===== config.mk =====
export PLATFORM = sky130hd
export DESIGN_NAME = elastic_skid
export DESIGN_NICKNAME = d
export VERILOG_FILES = /design/src/rtl/elastic_pkg.sv /design/src/rtl/inelastic.sv /design/src/rtl/elastic_skid.sv
export SDC_FILE = /design/constraint.sdc
export NUM_CORES = 1
export LEC_CHECK = 0
export ABC_CLOCK_PERIOD_IN_PS = 1950
export BUFFER_PORTS_ARGS = -buffer_cell sky130_fd_sc_hd__buf_2
export CAP_MARGIN = 20
export CELL_PAD_IN_SITES_DETAIL_PLACEMENT = 2
export CELL_PAD_IN_SITES_GLOBAL_PLACEMENT = 2
export CORE_MARGIN = 2
export CORE_UTILIZATION = 34
export CTS_CLUSTER_DIAMETER = 80
export DETAILED_ROUTE_END_ITERATION = 10
export PLACE_DENSITY_LB_ADDON = 0.1
export SLEW_MARGIN = 0
export SYNTH_ARGS = -nofsm -noshare
export SYNTH_HDL_FRONTEND = slang
export SYNTH_SLANG_ARGS = --single-unit

===== constraint.sdc =====
create_clock -name clk_i -period 1.95 [get_ports clk_i]
set_input_delay 0.39 -clock clk_i [delete_from_list [all_inputs] [get_ports clk_i]]
set_output_delay 0.39 -clock clk_i [all_outputs]
set_load 0.01 [all_outputs]

===== src/rtl/elastic_pkg.sv =====
// Shared types for the elastic_skid two-entry ready/valid skid buffer.
package elastic_pkg;

    typedef enum logic [1:0] {
        EMPTY = 2'b00,
        HALF  = 2'b01,
        FULL  = 2'b10
    } state_e;

endpackage


===== src/rtl/inelastic.sv =====
// Enable-only pipeline register; optionally cleared by reset when datapath_reset_p != 0.
module inelastic #(
    parameter int width_p          = 8,
    parameter int datapath_reset_p = 0
) (
    input  logic               clk_i,
    input  logic               reset_i,
    input  logic               en_i,
    input  logic [width_p-1:0] data_i,
    output logic [width_p-1:0] data_o
);

    logic [width_p-1:0] data_q;

    // Data register: optional reset clear, otherwise load only when enabled.
    always_ff @(posedge clk_i) begin
        if (reset_i) begin
            if (datapath_reset_p != 0) begin
                data_q <= {width_p{1'b0}};
            end
        end else if (en_i) begin
            data_q <= data_i;
        end
    end

    assign data_o = data_q;

endmodule


===== src/rtl/elastic_skid.sv =====
// Two-entry ready/valid skid buffer with registered valid_o and ready_o.
// Define ELASTIC_SKID_ASSERT_EN to compile in simulation-only protocol assertions.
module elastic_skid
    import elastic_pkg::*;
#(
    parameter int width_p          = 8,
    parameter int datapath_reset_p = 0
) (
    input  logic               clk_i,
    input  logic               reset_i,
    input  logic               valid_i,
    output logic               ready_o,
    input  logic [width_p-1:0] data_i,
    output logic               valid_o,
    input  logic               ready_i,
    output logic [width_p-1:0] data_o
);

    state_e             state_q;
    state_e             state_d;
    logic               valid_q;
    logic               ready_q;
    logic               in_fire_s;
    logic               out_fire_s;
    logic               main_en_s;
    logic               skid_en_s;
    logic               main_sel_skid_s;
    logic [width_p-1:0] main_in_s;
    logic [width_p-1:0] skid_data_s;

    assign in_fire_s  = valid_i & ready_q;
    assign out_fire_s = valid_q & ready_i;

    // Next-state and register load strobes; reset suppresses every load.
    always_comb begin
        state_d         = state_q;
        main_en_s       = 1'b0;
        skid_en_s       = 1'b0;
        main_sel_skid_s = 1'b0;
        if (reset_i) begin
            state_d = EMPTY;
        end else begin
            case (state_q)
                EMPTY: begin
                    if (in_fire_s) begin
                        main_en_s = 1'b1;
                        state_d   = HALF;
                    end else begin
                        state_d = EMPTY;
                    end
                end
                HALF: begin
                    if (in_fire_s && out_fire_s) begin
                        main_en_s = 1'b1;
                        state_d   = HALF;
                    end else if (in_fire_s) begin
                        skid_en_s = 1'b1;
                        state_d   = FULL;
                    end else if (out_fire_s) begin
                        state_d = EMPTY;
                    end else begin
                        state_d = HALF;
                    end
                end
                FULL: begin
                    if (out_fire_s) begin
                        main_en_s       = 1'b1;
                        main_sel_skid_s = 1'b1;
                        state_d         = HALF;
                    end else begin
                        state_d = FULL;
                    end
                end
                default: begin
                    state_d = EMPTY;
                end
            endcase
        end
    end

    assign main_in_s = main_sel_skid_s ? skid_data_s : data_i;

    // State plus handshake flops, precomputed from the next state so outputs are pure flops.
    always_ff @(posedge clk_i) begin
        if (reset_i) begin
            state_q <= EMPTY;
            valid_q <= 1'b0;
            ready_q <= 1'b1;
        end else begin
            state_q <= state_d;
            valid_q <= (state_d != EMPTY);
            ready_q <= (state_d != FULL);
        end
    end

    inelastic #(
        .width_p         (width_p),
        .datapath_reset_p(datapath_reset_p)
    ) u_main (
        .clk_i  (clk_i),
        .reset_i(reset_i),
        .en_i   (main_en_s),
        .data_i (main_in_s),
        .data_o (data_o)
    );

    inelastic #(
        .width_p         (width_p),
        .datapath_reset_p(datapath_reset_p)
    ) u_skid (
        .clk_i  (clk_i),
        .reset_i(reset_i),
        .en_i   (skid_en_s),
        .data_i (data_i),
        .data_o (skid_data_s)
    );

    assign valid_o = valid_q;
    assign ready_o = ready_q;

`ifdef ELASTIC_SKID_ASSERT_EN
    a_stall_stable: assert property (@(posedge clk_i) disable iff (reset_i)
        (valid_o && !ready_i) |=> $stable(data_o))
        else $error("elastic_skid: data_o changed during stall");
    a_state_legal: assert property (@(posedge clk_i) disable iff (reset_i)
        (state_q inside {EMPTY, HALF, FULL}))
        else $error("elastic_skid: illegal state encoding");
    a_ready_state: assert property (@(posedge clk_i) disable iff (reset_i)
        (ready_o == (state_q != FULL)))
        else $error("elastic_skid: ready_o inconsistent with state");
`endif

endmodule


Word level (Yosys, flattened, before mapping)

Index checks and enable logic that the tools add are counted.

Reduce and logical (&&, ||, !) cells: 5
Bitwise gates (word level): 3
Multiplexer cells: 18
Equality and inequality tests: 3

Operators by type and width:

| cell               | count |
|---|---|
| $mux 1             | 11 |
| $mux 2             | 4 |
| $mux 8             | 1 |
| $pmux 2 s3         | 1 |
| $reduce_and 2->1   | 2 |
| $pmux 1 s3         | 1 |
| $and 1x1->1        | 2 |
| $eq 2x1->1 const B | 1 |
| $eq 2x2->1 const B | 1 |
| $logic_not 2->1    | 1 |
| $ne 2x2->1 const B | 1 |
| $reduce_bool 2->1  | 1 |
| $logic_and 1x1->1  | 1 |
| $not 1->1          | 1 |

Word-level logic and storage cells: 34
Register bits: 20

Longest topological paths before layout

Depth in word-level cells: 7
Depth in mapped cells: 6
Gate-level depth less buffers: 6

Hierarchy

Synthesis repeated with hierarchy kept, for this count alone.

Cells, all modules: 52
Area total of the unflattened synthesis: 852.1 µm²

Modules (own cells, without submodules):

| module       | cells each | instances | area an instance (µm²) |
|---|---|---|---|
| inelastic    | 9          | 2         | 254.0 |
| elastic_skid | 34         | 1         | 344.1 |

Least setup slack after synthesis

Ideal clock, no wire load.

Path kind: register to register
Start point: register ready_q, in the netlist ready_o
End point: register u_main.data_q[0], in the netlist u_main.data_o[0], enable pin
Path slack: 211 ps
Clock period less this slack: 1,739 ps
Arrival: 1,364 ps
Cell stages (with the launch flop): 6
Data required time: 1,575 ps
Buffers on the path: 0
Setup time: 375 ps
Cells stage by stage: dfxtp_1 > and2_1 > ha_1 > nand2_1 > a21o_1 > a21oi_1

Word-level cells in the longest chain between the ends: 6

Ends and longest elaborated chain:

| what                           | RTL line           | text |
|---|---|---|
| start: declaration             | elastic_skid.sv:22 | `logic ready_q;` |
| start signal: assignment       | elastic_skid.sv:92 | `ready_q <= (state_d != FULL);` |
| $and 1x1->1 (*)                | elastic_skid.sv:31 | `assign in_fire_s = valid_i & ready_q;` |
| $logic_and 1x1->1              | elastic_skid.sv:53 | `if (in_fire_s && out_fire_s) begin` |
| $mux 1                         | elastic_skid.sv:53 |  |
| $pmux 1 s3 (*)                 | elastic_skid.sv:43 | `case (state_q)` |
| $mux 1 (*)                     | elastic_skid.sv:40 | `if (reset_i) begin` |
| $reduce_and 2->1 (no line) (*) | -                  |  |
| end signal: assignment         | inelastic.sv:19    | `data_q <= {width_p{1'b0}};` |
| end signal: assignment         | inelastic.sv:22    | `data_q <= data_i;` |
| end: declaration               | inelastic.sv:13    | `logic [width_p-1:0] data_q;` |

Mark *: on every way between the ends. The rest lies on a longest branch, timed or not.
A chain may end at the register's enable or synchronous reset.

Worst setup path in the final report

Start point: register state_q[1]
End point: register u_main.data_q[6], in the netlist u_main.data_o[6] (data pin)

Word-level cells in the longest chain between the ends: 4

Ends and longest elaborated chain:

| what                     | RTL line           | text |
|---|---|---|
| start: declaration       | elastic_skid.sv:19 | `state_e state_q;` |
| start signal: assignment | elastic_skid.sv:90 | `state_q <= state_d;` |
| $eq 2x2->1               | elastic_skid.sv:43 |  |
| $mux 1                   | elastic_skid.sv:43 |  |
| $mux 1                   | elastic_skid.sv:40 |  |
| $mux 8                   | elastic_skid.sv:81 | `assign main_in_s = main_sel_skid_s ? skid_data_s : data_i;` |
| via main_in_s[6]         | elastic_skid.sv:28 | `logic [width_p-1:0] main_in_s;` |

The timed path passes the listed nets, and every way through them passes these cells.

==> out/qor.csv <==
metric;value;unit
status;complete, no violations;
area post-placement;975;um^2
post-layout instance area;1030;um^2
Power Dens Cells;917;nW/um^2
Die W;53.1;um
Mean Syn Cell Area;16.1;um^2
CTS Buffer Depth;2;
Int Power;739;uW
core area;2250;um^2
1st-iter DRT viols;3;
Clock Latency Late Sink;0.31;ns
Port Buf Inserts;21;
Row Count;17;
flops & latches, synth;20;
synth-to-layout area growth;25.3;%
Hold WC Path Type;in -> reg;
WL/cell;16.6;um
Worst Path Required;2.02;ns
vias in the first global route;587;
combinational power share;0.103;
drt drc;0;
reg2reg setup slack;0.36;ns
layout cells sized above 1;0.474;
Tcrit/Tclk final;0.817;
worst vdd ir;0.434;mV
setup violators final;0;
Final Hold Vio Count;0;
maxcap violations;0;
largest net degree at the start of global routing;13;
Final Skew;0.00255;ns
Tot Pwr;942;uW
Critical Path Source Type;flip-flop;
total setup buffers inserted after CTS;0;
RR Startpoint;state_q[1];
minimum hold slack;0.260;ns
GRT overflow;0;
drt total wl;1.76;mm
relative slew slack;0.719;
via count;520;
Total GRT Usage;0.152;
commonest non-fill, non-tap cells in the layout;21 x buf_2, 16 x edfxtp_1, 8 x mux2_2;
CTS clock-pin slew for the worst setup and hold paths;0.12;ns
post-route non-filler standard cell count;106;
filler cell count;243;
Worst Max-Slew Pin Slew;0.421;ns
ant diodes;0;
Resized Gates After CTS;0;
hold path cells;1;
critical hold path startpoint;data_i[4];
Seq pwr share;0.527;
Final Max Tran Viols;0;
total CTS buffers;3;
die footprint;2820;um^2
worst r2r dst;u_main.data_o[6];
RSZ-0062 raised after global routing;false;
Sw Share;0.215;
Fmax;628;MHz
Netlist Area Pre-Place;820;um^2
switching power;203;uW
CTS H-tree lvls;1;
register area share after synthesis;0.684;
Clock power frac;0.370;
most common cell after layout, fill and taps aside;buf_2;
Setup crit end kind;flip-flop;
CP Data Arrival Time;1.67;ns
CTS tree;done;
Syn Nets;65;
Tmin final;1.59;ns
Worst R2R Path Depth;3;
Antenna Violating Nets Remaining;0;
Static Leak;0.000422;uW
count of cell types in the netlist;20;
Setup Total Neg Slack;0;ns
critical path class;reg -> reg;
fin nets;93;
Starting Density;0.363;
Critical Path Fanout Max;8;
placed cell count;102;
synth warn;0;
CTS Sinks;20;
DRT Pass-1 Iters;2;
I/O Pins;22;
initial antenna violation count;0;
cts hold-fix bufs;0;
die height;53.1;um
Via-to-Cell Ratio;4.91;
routability cong.;0.731;
hold path endpoint;u_skid.data_o[4];
first-pass GRT wire length;2.82;mm
DP HPWL;1.30;mm
Gate Count Post-Synth;51;
Root Buffer;clkbuf_4;
-- per-stage QoR --
step           setup slack (ns)   util
2_1_floorplan             0.211      -
3_3_place_gp              0.285  0.432
3_5_place_dp              0.270  0.432
4_1_cts                   0.342  0.456
5_1_grt                   0.267  0.456
6_report                  0.357  0.456
-- worst max-delay path by stage --
stage / start / endpoint / slack, ns / depth (start not counted)
4_1_cts: valid_o / u_main.data_o[2] / 0.34 / 7
3_3_place_gp: valid_i / ready_o / 0.29 / 6
6_report: state_q[1] / u_main.data_o[6] / 0.36 / 3
5_1_grt: valid_o / u_main.data_o[0] / 0.27 / 7
3_5_place_dp: valid_i / u_main.data_o[2] / 0.27 / 7
2_1_floorplan: ready_o / u_main.data_o[0] / 0.21 / 5
-- kinds of logic (layout without fill, tap and decap cells) --
family | after synthesis | after routing | share of synthesized area
adder cells (fa/ha/maj) | 2 | 2 | 0.0305
flip-flops | 20 | 20 | 0.684
AO/OA/AOI/OAI | 8 | 8 | 0.0641
buffers and inverters | 1 | 28 | 0.00458
multiplexers | 8 | 8 | 0.110
AND/OR/NAND/NOR | 12 | 12 | 0.107
-- power groups by stage --
stage	Sequential, uW	Clock [uW]	Combinational, uW
final	497	348	97.1
after global placement	506	0	94.5
after CTS	497	363	99.4
after global routing	500	375	109
after detailed placement	508	0	96.8
after floorplan	511	0	44.9
-- worst max-delay path, stage by stage, from the launching register on --
cell	delay (ns)
dfxtp_1	0.47
nand4b_2	0.22
nor2_4	0.28
mux2_2	0.38
-- Yosys cell counts --
library cell	n	area share
a21o_1	1	0.0092
a21oi_1	3	0.018
a22oi_1	1	0.0092
and2_1	1	0.0076
and2b_1	1	0.0092
and3b_1	1	0.011
dfxtp_1	4	0.098
edfxtp_1	16	0.59
ha_1	2	0.031
inv_1	1	0.0046
mux2_2	8	0.11
nand2_1	2	0.0092
nand3b_1	2	0.018
nand4b_2	1	0.018
nor2_1	2	0.0092
nor2_4	1	0.014
o211a_1	1	0.012
o21ai_0	1	0.0061
o21bai_1	1	0.0092
or3b_1	1	0.011
-- registers in the layout (all words and copies together) (netlist names) --
register and flops:
u_main.data_o 8, u_skid.data_o 8, ready_o 1, state_q 2, valid_o 1
-- per-layer routing --
layer | GRT usage | wire length (um)
met1 | 0.167 | 725
met2 | 0.269 | 945
met3 | 0.0254 | 61
met4 | 0.0983 | 28
met5 | 0 | 0
-- cell type report --
| cell class | count | area, um^2 | share of cell area |
|---|---|---|---|
| Tap cell | 28 | 35.0 | 0.0341 |
| Timing Repair Buffer | 23 | 120 | 0.117 |
| Clock buffer | 3 | 22.5 | 0.0219 |
| Multi-Input combinational cell | 30 | 255 | 0.248 |
| Sequential cell | 20 | 561 | 0.546 |
| Inverter | 1 | 3.75 | 0.00365 |
| Clock inverter | 1 | 30.0 | 0.0292 |
Power figures use the tool's default switching activity.
